### src/rtl/pipe_hazard_ctrl.sv
// pipe_hazard_ctrl: load-use stall, branch flush and memory freeze control for a 5-stage pipeline.
// Optional event counters are built when PIPE_HAZARD_STATS_EN is defined.
module pipe_hazard_ctrl #(
  parameter int LOAD_STALL_CYCLES = 1,
  parameter int REG_ADDR_W        = 5
) (
  input  logic                  clock,
  input  logic                  nreset,
  input  logic [REG_ADDR_W-1:0] id_rs1,
  input  logic [REG_ADDR_W-1:0] id_rs2,
  input  logic                  id_uses_rs1,
  input  logic                  id_uses_rs2,
  input  logic [REG_ADDR_W-1:0] ex_rd,
  input  logic                  ex_mem_read,
  input  logic                  branch_taken,
  input  logic                  mem_busy,
  output logic                  pc_hold,
  output logic                  if_id_stall,
  output logic                  id_ex_stall,
  output logic                  ex_mem_stall,
  output logic                  if_id_flush,
  output logic                  id_ex_bubble,
  output logic                  take_branch_addr,
  output logic [15:0]           stall_events,
  output logic [15:0]           flush_events
);
  typedef enum logic {RUN, LOAD_STALL} state_t;
  localparam logic [1:0] STALL_INIT = 2'(LOAD_STALL_CYCLES - 1);
  state_t     r_state, w_next_state;
  logic [1:0] r_stall_cnt, w_next_cnt;
  logic       w_hazard, w_live, w_branch, w_load, w_detect;
  assign w_hazard = ex_mem_read && (ex_rd != '0) &&
                    ((id_uses_rs1 && id_rs1 == ex_rd) || (id_uses_rs2 && id_rs2 == ex_rd));
  assign w_live   = nreset && !mem_busy;
  assign w_branch = w_live && branch_taken;
  assign w_load   = w_live && !branch_taken && (r_state == LOAD_STALL || w_hazard);
  assign w_detect = w_load && r_state == RUN;
  always_ff @(posedge clock) begin
    if (!nreset) begin
      r_state     <= RUN;
      r_stall_cnt <= 2'd0;
    end else begin
      r_state     <= w_next_state;
      r_stall_cnt <= w_next_cnt;
    end
  end
  // A frozen pipeline keeps the stall countdown where it is, so bubbles only count live cycles.
  always_comb begin
    w_next_state = r_state;
    w_next_cnt   = r_stall_cnt;
    if (mem_busy) begin
      w_next_state = r_state;
    end else if (branch_taken) begin
      w_next_state = RUN;
      w_next_cnt   = 2'd0;
    end else if (r_state == LOAD_STALL) begin
      w_next_cnt   = r_stall_cnt - 2'd1;
      w_next_state = (r_stall_cnt == 2'd1) ? RUN : LOAD_STALL;
    end else if (w_hazard && LOAD_STALL_CYCLES > 1) begin
      w_next_state = LOAD_STALL;
      w_next_cnt   = STALL_INIT;
    end
  end
  always_comb begin
    pc_hold          = (nreset && mem_busy) || w_load;
    if_id_stall      = (nreset && mem_busy) || w_load;
    id_ex_stall      = nreset && mem_busy;
    ex_mem_stall     = nreset && mem_busy;
    if_id_flush      = !nreset || w_branch;
    id_ex_bubble     = !nreset || w_branch || w_load;
    take_branch_addr = w_branch;
  end
`ifdef PIPE_HAZARD_STATS_EN
  logic [15:0] r_stall_events, r_flush_events;
  always_ff @(posedge clock) begin
    if (!nreset) begin
      r_stall_events <= 16'd0;
      r_flush_events <= 16'd0;
    end else begin
      if (w_detect && r_stall_events != 16'hFFFF) r_stall_events <= r_stall_events + 16'd1;
      if (w_branch && r_flush_events != 16'hFFFF) r_flush_events <= r_flush_events + 16'd1;
    end
  end
  assign stall_events = r_stall_events;
  assign flush_events = r_flush_events;
`else
  logic w_unused;
  assign w_unused     = w_detect;
  assign stall_events = 16'd0;
  assign flush_events = 16'd0;
`endif
endmodule

### config.mk
export PLATFORM = sky130hd
export DESIGN_NAME = pipe_hazard_ctrl
export DESIGN_NICKNAME = d
export VERILOG_FILES = /design/src/rtl/pipe_hazard_ctrl.sv
export SDC_FILE = /design/constraint.sdc
export NUM_CORES = 1
export LEC_CHECK = 0
export ABC_AREA = 1
export ABC_CLOCK_PERIOD_IN_PS = 2400
export BUFFER_PORTS_ARGS = -buffer_cell sky130_fd_sc_hd__buf_2
export CELL_PAD_IN_SITES_DETAIL_PLACEMENT = 1
export CELL_PAD_IN_SITES_GLOBAL_PLACEMENT = 1
export CORE_UTILIZATION = 23
export CTS_CLUSTER_DIAMETER = 40
export DETAILED_ROUTE_END_ITERATION = 12
export GPL_ROUTABILITY_DRIVEN = 0
export PLACE_DENSITY_LB_ADDON = 0.3
export SETUP_SLACK_MARGIN = 0.2
export SLEW_MARGIN = 20
export SYNTH_ARGS = -nofsm -noshare
export SYNTH_HDL_FRONTEND = slang
export SYNTH_SLANG_ARGS = --single-unit
### constraint.sdc
create_clock -name clock -period 2.4 [get_ports clock]
set_input_delay 0.48 -clock clock [delete_from_list [all_inputs] [get_ports clock]]
set_output_delay 0.48 -clock clock [all_outputs]
set_load 0.1 [all_outputs]
---- After elaboration in Yosys (flattened, before gate mapping) ----
Index checks and enable logic that the tools add are counted.
W data, S select, Z words.
word-level totals
  bits in registers ....................... 3
  bits of input ports ..................... 22
  word-level logic and storage cells ...... 32
cells by class
  add/subtract/negate cells ............... 1
  mux-type cells .......................... 5
  eq/ne operators ......................... 3
  bitwise logic cells ..................... 1
  reductions and logical operators ........ 20
operator list
  cell                   count
  $eq A5 B5 Y1           2
  $logic_and A1 B1 Y1    9
  $logic_or A1 B1 Y1     5
  $reduce_bool A5 Y1     1
  $mux W2                2
  $logic_not A1 Y1       3
  $mux W1                3
  $eq A2 B1 Y1 const B   1
  $reduce_and A2 Y1      1
  $reduce_bool A2 Y1     1
  $sub A2 B1 Y2 const B  1
  $not A1 Y1             1

---- Logic depth before layout (Yosys ltp) ----
Gate-level depths: netlist of run 1.
  depth in word-level cells ............... 7
  mapped depth ............................ 11
  depth with buffers taken out ............ 10

---- Worst setup path after synthesis of run 1 ----
No wires, ideal clock.
  path type ............................... input to output
  start ................................... input mem_busy
  end ..................................... output id_ex_bubble
  setup slack ............................. -1.611 ns
  data required time ...................... 1.920 ns
  arrival time ............................ 3.531 ns
  buffers on the path ..................... 0
  stages .................................. 3
  cell sequence ........................... nor3_1 -> nor2_1 -> nand2_1
between the ends
  word-level cells in the longest chain between the ends .. 5
ends and longest elaborated chain
  element                                                           RTL line  text
  start, declared                                                   16        input logic mem_busy,
  $logic_not A1 Y1 (*)                                              34        assign w_live = nreset && !mem_busy;
  $logic_and A1 B1 Y1 (*)                                           34
  $logic_and A1 B1 Y1 (on tied branches)                            35, 36
  $logic_or A1 B1 Y1 / $logic_and A1 B1 Y1 (equally long branches)  70, 36
  $logic_or A1 B1 Y1 (*)                                            70        id_ex_bubble = !nreset || w_branch || w_load;
  end, declared                                                     22        output logic id_ex_bubble,
Mark *: on every way between the ends. The rest lies on a longest branch, timed or not.

---- Worst setup path in the final report of run 1 ----
  start ................................... input ex_rd[2]
  end ..................................... output pc_hold
between the ends
  word-level cells in the longest chain between the ends .. 7
ends and longest elaborated chain
  element                  RTL line  text
  start, declared          13        input logic [REG_ADDR_W-1:0] ex_rd,
  $eq A5 B5 Y1             33        ((id_uses_rs1 && id_rs1 == ex_rd) || (id_uses_rs2 && id_rs2 == ex_rd));
  $logic_and A1 B1 Y1      33
  $logic_or A1 B1 Y1       33
  $logic_and A1 B1 Y1 (*)  32        assign w_hazard = ex_mem_read && (ex_rd != '0) &&
  $logic_or A1 B1 Y1 (*)   36        assign w_load = w_live && !branch_taken && (r_state == LOAD_STALL || w_hazard);
  $logic_and A1 B1 Y1 (*)  36
  $logic_or A1 B1 Y1 (*)   65        pc_hold = (nreset && mem_busy) || w_load;
  end, declared            17        output logic pc_hold,
Marks and branches as above.

==> impl_metrics.yaml, run 1 <==
status:
  run_status: "finished, final reports clean"
critical_path:
  worst_setup_path_end_kind: "output port"
  crit_path_start_kind: "primary input"
  crit_path_max_fo: 4
  reg2reg_from: "r_stall_cnt[1]"
  rrSetupSlack_ns: 1.45
  worst_r2r_endpoint: "r_stall_cnt[1]"
  setup.worst_path.class: "primary input to output port"
  arrival_ns: 1.57
  worst-endpoint-required_ns: 1.92
  ff2ff_path_depth: 4
clock_tree:
  cts.sinks: 3
  cts_inserted_buffers: 3
  cts.reportedPaths.clkPinSlew_ns: 0.04
  ctsHoldBuffers: 0
  cts.root.buffer_cell: "sky130_fd_sc_hd__clkbuf_4"
  worstSkewPairLatency_ns: 0.23
  clock_tree_from_tritoncts: "yes"
  postCtsSetupRepairBufs: 0
  post_cts_resize_count: 0
  cts_max_level: 1
  clk_path_buf_depth: 2
synthesis:
  synth.ff_latch_count: 3
  portion_of_synthesized_cell_area_occupied_by_the_leading_cell_type: 0.389
  share_of_synthesized_area_occupied_by_flip_flops_and_latches: 0.0916
  synth_cell_type_count: 16
  synth.area.top_cells: "sky130_fd_sc_hd__buf_4 (39%), sky130_fd_sc_hd__nand2_1 (20%), sky130_fd_sc_hd__inv_1 (11%)"
  yosysWarnings: 0
  post_synth.cell_area_avg_um2: 5.56
  synth_top_area_cell: "sky130_fd_sc_hd__buf_4"
  netlist_area_um2: 656
  post_synth_inst_count: 118
run:
  max_cap_violations: 0
timing:
  final_period_utilization: 0.852
  timing.clock.skew_ns: 0.00520
  rsz0062_at_grt: "no"
  report.final.hold_viol_count: 0
  setup-violations-final: 0
  max_fclk_mhz: 489
  finalWorstPathRequiredPeriod_ns: 2.05
  max_slew_vio_count: 0
floorplanning:
  floorplan.die.height_um: 55.4
  design.die.area_um2: 3070
  coreArea_um2: 2590
  die-width_um: 55.4
  std_cell_rows: 18
  ios: 61
  floorplan.initialDensity: 0.253
routing:
  dr.pass1.iters: 2
  drt-initial-drc-count: 13
  route.antenna.remaining_nets: 0
  drc: 0
  wire_per_inst_um: 8.53
  wirelength_um: 1510
  detail_route.vias_per_cell: 3.88
  detailroute.via_count: 686
layout:
  insertedDiodeCount: 0
  layout.filler_cells: 365
  instances_no_fill: 177
  proportion_of_layout_cells_with_a_drive_suffix_above_1: 0.265
  area_growth_pct: 22.5
  finish.utilization: 0.310
  design.final.nets: 171
worst_hold_path:
  holdCritStartpoint: "r_state"
  worst_hold_path_endpoint: "r_state"
  timing.hold.worst.class: "flop to flop"
  whs_path_depth: 2
place:
  dp.final_hpwl_um: 1410
  buffer_ports.inserted: 28
  cell_count_after_placement: 173
global_route:
  grt-ovfl-total: 0
  total_routing_usage_gr: 0.101
  pin_count_of_the_biggest_net_entering_global_routing: 6
  first_global_vias: 662
  number_of_antenna_violations_at_the_first_check_in_global_routing: 0
  grt_pass1_wl_um: 2540
power:
  cellLeakagePower_nw: 0.531
  peakVddDrop_mv: 0.309
  power-per-cell-area_nw_per_um2: 618
==> registers in the layout, summed over array words and instances (netlist names) <==
signal,count
r_stall_cnt,2
r_state,1
==> metrics by stage <==
stage	setup TNS, ns	instance area [µm²]	hold WS, ns	power, W	setup slack [ns]
final	0	803	0.469	0.000496	0.355
after CTS	0	803	0.474	0.000503	0.352
after floorplan	-0.00465	810	0.428	0.000403	-0.00465
after global routing	0	803	0.490	0.000520	0.241
after global placement	0	777	0.441	0.000405	0.371
after detailed placement	0	777	0.464	0.000410	0.357
==> worst max-delay path by stage <==
stage,end,startpoint,cells after the start
detailed placement,pc_hold,ex_rd[1],12
CTS,pc_hold,ex_rd[1],12
global placement,if_id_stall,ex_rd[3],10
floorplan,if_id_flush,nreset,4
global route,pc_hold,ex_rd[1],12
finish,pc_hold,ex_rd[2],10
==> cell usage in the layout, fill, tap and decap left out <==
cell type and instances:
sky130_fd_sc_hd__clkbuf_1 1, sky130_fd_sc_hd__dfxtp_1 3, sky130_fd_sc_hd__nor2_1 10, sky130_fd_sc_hd__inv_2 2, sky130_fd_sc_hd__o211a_1 1, sky130_fd_sc_hd__nand3_1 2
sky130_fd_sc_hd__inv_1 18, sky130_fd_sc_hd__clkinvlp_4 1, sky130_fd_sc_hd__a21oi_2 1, sky130_fd_sc_hd__buf_2 25, sky130_fd_sc_hd__buf_12 3, sky130_fd_sc_hd__nand2_1 33
sky130_fd_sc_hd__nand4_1 1, sky130_fd_sc_hd__nand2_4 2, sky130_fd_sc_hd__nor3_1 1, sky130_fd_sc_hd__nor2_4 1, sky130_fd_sc_hd__conb_1 32, sky130_fd_sc_hd__clkbuf_4 3
sky130_fd_sc_hd__a211oi_1 1, sky130_fd_sc_hd__ha_1 1, sky130_fd_sc_hd__nor3_4 1, sky130_fd_sc_hd__o21ai_0 3, sky130_fd_sc_hd__a21oi_1 1
==> final cells by class <==
class,instances,area [µm²],area share
Multi-Input combinational cell,91,412,0.512
Inverter,21,82.6,0.103
Sequential cell,3,60.1,0.0748
Clock buffer,4,26.3,0.0327
Tap cell,30,37.5,0.0467
Timing Repair Buffer,28,185,0.231
==> logic make-up after synthesis <==
group / count (synthesis) / synth area share
adder cells (fa/ha/maj): 1 / 0.0191
AND/OR/NAND/NOR: 51 / 0.303
buffers and inverters: 55 / 0.510
flip-flops: 3 / 0.0916
AO/OA/AOI/OAI: 7 / 0.0706
other: 1 / 0.00572
==> power breakdown <==
part           total (W)  internal, W  switching, W
logic           0.000355    0.0000442      0.000310
registers      0.0000535    0.0000524    0.00000112
clock network  0.0000880    0.0000623     0.0000257
==> synth_stat cells <==
cell type	number
sky130_fd_sc_hd__a211oi_1	1
sky130_fd_sc_hd__a21oi_1	1
sky130_fd_sc_hd__a21oi_2	1
sky130_fd_sc_hd__buf_4	34
sky130_fd_sc_hd__conb_1	1
sky130_fd_sc_hd__dfxtp_1	3
sky130_fd_sc_hd__ha_1	1
sky130_fd_sc_hd__inv_1	19
sky130_fd_sc_hd__inv_2	2
sky130_fd_sc_hd__nand2_1	35
sky130_fd_sc_hd__nand3_1	2
sky130_fd_sc_hd__nand4_1	1
sky130_fd_sc_hd__nor2_1	11
sky130_fd_sc_hd__nor3_1	2
sky130_fd_sc_hd__o211a_1	1
sky130_fd_sc_hd__o21ai_0	3
==> layer usage <==
| metal | up-vias | wire length [µm] | share of wire | global-route usage |
|---|---|---|---|---|
| li1 | 340 | - | - | - |
| met2 | 37 | 826 | 0.55 | 0.201 |
| met5 | - | 0 | 0 | 0 |
| met3 | 4 | 87 | 0.058 | 0.0141 |
| met1 | 305 | 558 | 0.37 | 0.0928 |
| met4 | 0 | 36 | 0.024 | 0.0679 |
==> worst max-delay path, cell delays in order <==
cell                      delay, ns
sky130_fd_sc_hd__buf_2         0.10
sky130_fd_sc_hd__inv_1         0.11
sky130_fd_sc_hd__nand4_1       0.10
sky130_fd_sc_hd__o21ai_0       0.18
sky130_fd_sc_hd__inv_1         0.06
sky130_fd_sc_hd__nand2_1       0.06
sky130_fd_sc_hd__nand2_1       0.04
sky130_fd_sc_hd__nand2_1       0.15
sky130_fd_sc_hd__nand2_4       0.09
sky130_fd_sc_hd__buf_12        0.17
(Power assumes the default switching activity.)
==> run 2, diff against run 1 <==
--- a/config.mk
+++ b/config.mk
@@ -5,7 +5,6 @@
 export SDC_FILE = /design/constraint.sdc
 export NUM_CORES = 1
 export LEC_CHECK = 0
-export ABC_AREA = 1
 export ABC_CLOCK_PERIOD_IN_PS = 2400
 export BUFFER_PORTS_ARGS = -buffer_cell sky130_fd_sc_hd__buf_2
 export CELL_PAD_IN_SITES_DETAIL_PLACEMENT = 1
==> impl_metrics.yaml, run 2 <==
synthesis:
  synth_cell_type_count: 22
  synth_top_area_cell: "sky130_fd_sc_hd__buf_4"
  synth-adder-area-share: 0.0216
  asyncSetResetFlopFracSynth: 0
  yosys_most_used_dff: "sky130_fd_sc_hd__dfxtp_1"
  post-synth-top-count-cell: "sky130_fd_sc_hd__buf_4"
  synth_compound_gate_area_share: 0.132
  post_synth.cell_area_avg_um2: 7.72
  share_of_synthesized_area_occupied_by_flip_flops_and_latches: 0.104
  synth_simple_gate_area_frac: 0.138
  synth.ff_latch_count: 3
  post_synth_mux_area_share: 0
  netlist_area_um2: 579
  portion_of_synthesized_cell_area_occupied_by_the_leading_cell_type: 0.441
  yosysWarnings: 0
  synth-edff-count: 0
  synth-xor-area-share: 0.151
  post_synth_inst_count: 75
  synth_top_family_by_area: "buffers and inverters"
  synth.area.top_cells: "sky130_fd_sc_hd__buf_4 (44%), sky130_fd_sc_hd__xor2_1 (12%), sky130_fd_sc_hd__dfxtp_1 (10%)"
  synth_commonest_cells: "sky130_fd_sc_hd__buf_4 (34), sky130_fd_sc_hd__xor2_1 (8), sky130_fd_sc_hd__o21ai_0 (4)"
clock_tree:
  cts.root.buffer_cell: "sky130_fd_sc_hd__clkbuf_4"
  cts.reportedPaths.clkPinSlew_ns: 0.03
  cts_max_level: 1
  postCtsSetupRepairBufs: 0
  clk_path_buf_depth: 2
  worstSkewPairLatency_ns: 0.23
  cts.sinks: 3
  ctsHoldBuffers: 0
  cts_inserted_buffers: 3
  clock_tree_from_tritoncts: "yes"
routing:
  detailroute.via_count: 509
  drc: 0
  wire_per_inst_um: 9.25
  dr.pass1.iters: 4
  detail_route.vias_per_cell: 3.86
  drt-initial-drc-count: 3
  wirelength_um: 1220
  route.antenna.remaining_nets: 0
power:
  peakVddDrop_mv: 0.292
  power-per-cell-area_nw_per_um2: 636
  cellLeakagePower_nw: 0.390
timing:
  timing.clock.skew_ns: 0.00409
  report.final.hold_viol_count: 0
  setup-violations-final: 0
  rsz0062_at_grt: "yes"
  finalWorstPathRequiredPeriod_ns: 2.24
  timing.hold.ws_ns: 0.501
  max_fclk_mhz: 446
  max_slew_vio_count: 0
  final_period_utilization: 0.934
floorplanning:
  ios: 61
  floorplan.die.height_um: 52.2
  coreArea_um2: 2300
  die-width_um: 52.2
  std_cell_rows: 17
  floorplan.initialDensity: 0.252
  design.die.area_um2: 2720
global_route:
  first_global_vias: 449
  total_routing_usage_gr: 0.0903
  grt-ovfl-total: 0
  pin_count_of_the_biggest_net_entering_global_routing: 9
  grt_pass1_wl_um: 1800
  number_of_antenna_violations_at_the_first_check_in_global_routing: 0
critical_path:
  worst_r2r_endpoint: "r_stall_cnt[0]"
  crit_path_max_fo: 2
  cpMaxStageDelayCell: "sky130_fd_sc_hd__nor4_2"
  setup.worst_path.class: "primary input to output port"
  worst_path_largest_cell_delay_ns: 0.31
  critical_path.top_delay_family: "compound AO/OA/AOI/OAI gates"
  worst-endpoint-required_ns: 1.92
  ff2ff_path_depth: 4
  worst_setup_path_end_kind: "output port"
  arrival_ns: 1.76
  cp_num_buf_inv: 2
  crit_path_start_kind: "primary input"
  rrSetupSlack_ns: 1.37
  reg2reg_from: "r_state"
  path_cells: "buf_6 -> xor2_2 -> nor4_2 -> a32oi_2 -> o311ai_4 -> buf_12"
place:
  cell_count_after_placement: 128
  dp.final_hpwl_um: 1110
  buffer_ports.inserted: 28
run:
  max_cap_violations: 0
layout:
  design.final.nets: 128
  biggestRegsByFlops: "r_stall_cnt x2, r_state x1"
  multi_input_area_um2: 432
  insertedDiodeCount: 0
  final_cell_mix: "sky130_fd_sc_hd__conb_1 (32), sky130_fd_sc_hd__buf_2 (21), sky130_fd_sc_hd__xor2_1 (7)"
  layout.filler_cells: 295
  proportion_of_layout_cells_with_a_drive_suffix_above_1: 0.385
  sequential_cell_area_um2: 60.1
  number_of_flip_flops_under_the_largest_register_name: 2
  layout.cells.most_common: "sky130_fd_sc_hd__conb_1"
  instances_no_fill: 132
  largest-register: "r_stall_cnt"
  area_growth_pct: 32.4
worst_hold_path:
  whs_path_depth: 1
  worst_hold_path_endpoint: "r_state"
  timing.hold.worst.class: "flop to flop"
  holdCritStartpoint: "r_state"
status:
  run_status: "finished, final reports clean"
[run 2: changes by cell type after synthesis, moves of 8 or more]
cell                      change
sky130_fd_sc_hd__xor2_1       +8
sky130_fd_sc_hd__nor2_1       -8
sky130_fd_sc_hd__inv_1       -18
sky130_fd_sc_hd__nand2_1     -32
[run 2: worst reg2reg max path: stages, from the launching register on]
cell                       delay, ns
sky130_fd_sc_hd__dfxtp_1        0.33
sky130_fd_sc_hd__o21bai_1       0.33
sky130_fd_sc_hd__nand2_1        0.10
sky130_fd_sc_hd__o21ai_0        0.08
sky130_fd_sc_hd__and2_1         0.14
[run 2: logic make-up (layout without fill, tap and decap cells)]
kind of cell / count (synthesis) / in the layout
compound gates: 11 / 11
simple gates: 14 / 14
fa+ha+maj: 1 / 1
other cells: 1 / 32
buf+inv: 35 / 33
flops: 3 / 3
xor+xnor: 10 / 10
[run 2: power by group]
group / switching, W / internal, W / leakage [nW]
clock network: 0.0000262 / 0.0000623 / 0.0150
registers: 0 / 0.0000502 / 0.0241
logic: 0.000302 / 0.0000474 / 0.351
total: 0.000328 / 0.000160 / 0.390
[run 2: repair_timing]
item                                    CTS  global route
gates resized for setup                   8             0
pin swaps                                 5             2
endpoints found under the setup margin    3             3
[run 2: how the worst max path moves through the flow]
| stage | from | endpoint | slack [ns] | cells after the start |
|---|---|---|---|---|
| floorplan | ex_rd[3] | id_ex_bubble | -0.11 | 4 |
| global placement | ex_rd[3] | id_ex_bubble | 0.05 | 6 |
| detailed placement | ex_rd[3] | id_ex_bubble | 0.03 | 6 |
| CTS | id_rs1[1] | id_ex_bubble | 0.15 | 6 |
| global route | id_rs1[2] | id_ex_bubble | 0.08 | 6 |
| finish | id_rs1[2] | id_ex_bubble | 0.16 | 6 |
[run 2: stage by stage]
| step | utilization | power [W] | setup slack, ns | area [µm²] | setup TNS, ns |
|---|---|---|---|---|---|
| 2_1_floorplan | - | 0.000390 | -0.110 | 743 | -0.213 |
| 3_3_place_gp | 0.307 | 0.000392 | 0.0536 | 704 | 0 |
| 3_5_place_dp | 0.307 | 0.000394 | 0.0323 | 704 | 0 |
| 4_1_cts | 0.334 | 0.000493 | 0.154 | 767 | 0 |
| 5_1_grt | 0.334 | 0.000509 | 0.0791 | 767 | 0 |
| 6_report | 0.334 | 0.000488 | 0.159 | 767 | 0 |
[run 2: per-layer routing]
| layer | vias up | GRT usage | share of wire |
|---|---|---|---|
| met3 | 0 | 0.0406 | 0.14 |
| li1 | 241 | - | - |
| met4 | 0 | 0.0263 | 0 |
| met5 | - | 0 | 0 |
| met1 | 224 | 0.0933 | 0.34 |
| met2 | 44 | 0.162 | 0.51 |
[run 2: cell type report]
cell class,instances,area share
Multi-Input combinational cell,68,0.563
Timing Repair Buffer,28,0.274
Sequential cell,3,0.0783
Tap cell,28,0.0457
Clock buffer,4,0.0343
Inverter,1,0.00489
==> run 3, diff against run 2 <==
--- a/config.mk
+++ b/config.mk
@@ -10,6 +10,7 @@
 export CELL_PAD_IN_SITES_DETAIL_PLACEMENT = 1
 export CELL_PAD_IN_SITES_GLOBAL_PLACEMENT = 1
 export CORE_UTILIZATION = 23
+export CTS_BUF_LIST = sky130_fd_sc_hd__clkbuf_8 sky130_fd_sc_hd__clkbuf_16
 export CTS_CLUSTER_DIAMETER = 40
 export DETAILED_ROUTE_END_ITERATION = 12
 export GPL_ROUTABILITY_DRIVEN = 0
==> impl_metrics.yaml, run 3 (synthesis results as in run 2) <==
layout:
  proportion_of_layout_cells_with_a_drive_suffix_above_1: 0.385
  number_of_flip_flops_under_the_largest_register_name: 2
  insertedDiodeCount: 0
  area_growth_pct: 35.6
  biggestRegsByFlops: "r_stall_cnt x2, r_state x1"
  largest-register: "r_stall_cnt"
  design.final.nets: 128
  layout.filler_cells: 292
  layout.cells.most_common: "sky130_fd_sc_hd__conb_1"
  final_cell_mix: "sky130_fd_sc_hd__conb_1 (32), sky130_fd_sc_hd__buf_2 (21), sky130_fd_sc_hd__xor2_1 (7)"
critical_path:
  path_cells: "buf_6 -> xor2_2 -> nor4_2 -> a32oi_2 -> o311ai_4 -> buf_12"
  crit_path_max_fo: 2
  reg2reg_from: "r_state"
  cp_num_buf_inv: 2
  critical_path.top_delay_family: "compound AO/OA/AOI/OAI gates"
  ff2ff_path_depth: 4
  cpMaxStageDelayCell: "sky130_fd_sc_hd__nor4_2"
  crit_path_start_kind: "primary input"
  worst-endpoint-required_ns: 1.92
  rrSetupSlack_ns: 1.37
  worst-path-stages: 6
  worst_setup_path_end_kind: "output port"
  worst_path_largest_cell_delay_ns: 0.31
  arrival_ns: 1.76
  setup.worst_path.class: "primary input to output port"
  worstSetupStartpoint: "id_rs1[2]"
timing:
  report.final.hold_viol_count: 0
  final_period_utilization: 0.934
  timing.clock.skew_ns: 0.00114
  finalWorstPathRequiredPeriod_ns: 2.24
  final.setup.tns_ns: 0
  rsz0062_at_grt: "yes"
  layout_setup_ws_ns: 0.159
  setup-violations-final: 0
  max_fclk_mhz: 446
  max_slew_vio_count: 0
global_route:
  number_of_antenna_violations_at_the_first_check_in_global_routing: 0
  total_routing_usage_gr: 0.0921
  grt_pass1_wl_um: 1810
  pin_count_of_the_biggest_net_entering_global_routing: 9
  grt-ovfl-total: 0
  first_global_vias: 451
worst_hold_path:
  timing.hold.worst.class: "flop to flop"
  holdCritStartpoint: "r_state"
  whs_path_depth: 1
routing:
  dr.pass1.iters: 4
  detailroute.via_count: 513
  wire_per_inst_um: 9.34
  wirelength_um: 1230
  route.antenna.remaining_nets: 0
  drt-initial-drc-count: 2
  drc: 0
  detail_route.vias_per_cell: 3.89
floorplanning:
  coreArea_um2: 2300
  std_cell_rows: 17
  floorplan.die.height_um: 52.2
  ios: 61
  design.die.area_um2: 2720
  floorplan.initialDensity: 0.252
  die-width_um: 52.2
clock_tree:
  ctsHoldBuffers: 0
  clk_path_buf_depth: 2
  worstSkewPairLatency_ns: 0.22
  cts_inserted_buffers: 3
  cts.root.buffer_cell: "sky130_fd_sc_hd__clkbuf_8"
  clock_tree_from_tritoncts: "yes"
  cts.reportedPaths.clkPinSlew_ns: 0.03
  postCtsSetupRepairBufs: 0
  cts_max_level: 1
  cts.sinks: 3
power:
  cellLeakagePower_nw: 0.402
  finalPower_w: 0.000543
  power.internal_w: 0.000207
  p_seq_frac: 0.092
  pwr-share-clk: 0.265
  fraction_of_power_consumed_by_combinational_cells: 0.642
  peakVddDrop_mv: 0.356
  switchingPower_w: 0.000336
  power-per-cell-area_nw_per_um2: 691
  p_sw_frac: 0.620
place:
  dp_worst_setup_slack_ns: 0.0323
  buffer_ports.inserted: 28
  dp.final_hpwl_um: 1110
status:
  run_status: "finished, final reports clean"
run:
  max_cap_violations: 0
-- run 3: cell count changes in the layout (fill, tap and decap cells not counted), sizes merged --
cell / previous run / this run
clkbuf: 4 / 3
inv: 1 / 2
-- run 3: layout make-up --
cell class	instances	area, µm²	area share
sequential	3	60.1	0.0764
multi-input combinational	68	432	0.549
timing repair buffer	28	210	0.268
clock inverter	1	3.75	0.00478
clock buffer	3	41.3	0.0525
inverter	1	3.75	0.00478
tap	28	35.0	0.0446
-- run 3: path summary, 6_finish.rpt --
path,end
worst min register to register,r_state
worst max register to register,r_stall_cnt[0]
worst min-delay path,r_state
worst max-delay path,id_ex_bubble
-- run 3: timing repair --
action                                  4_1_cts  5_1_grt
gates resized for setup                       8        0
endpoints found under the hold margin         0        0
endpoints found under the setup margin        3        3
pin swaps                                     5        2
-- run 3: power groups by stage --
stage	clock network, W	logic [W]	registers (W)
2_1_floorplan	0	0.000339	0.0000509
3_3_place_gp	0	0.000341	0.0000509
3_5_place_dp	0	0.000343	0.0000509
4_1_cts	0.000147	0.000349	0.0000502
5_1_grt	0.000153	0.000359	0.0000502
6_report	0.000144	0.000349	0.0000502
-- run 3: layer usage --
metal	up-vias	track usage	wire, µm
met5	-	0	0
met4	0	0.0395	10
met1	226	0.0950	427
li1	241	-	-
met3	2	0.0406	177
met2	44	0.160	618
-- run 3: per-stage QoR --
step           std cells  instance area [µm²]  hold WS (ns)   util
6_report             132                  786         0.505  0.342
5_1_grt              132                  786         0.538  0.342
4_1_cts              132                  786         0.506  0.342
3_5_place_dp         128                  704         0.504  0.307
3_3_place_gp         128                  704         0.491  0.307
2_1_floorplan        106                  743         0.469      -
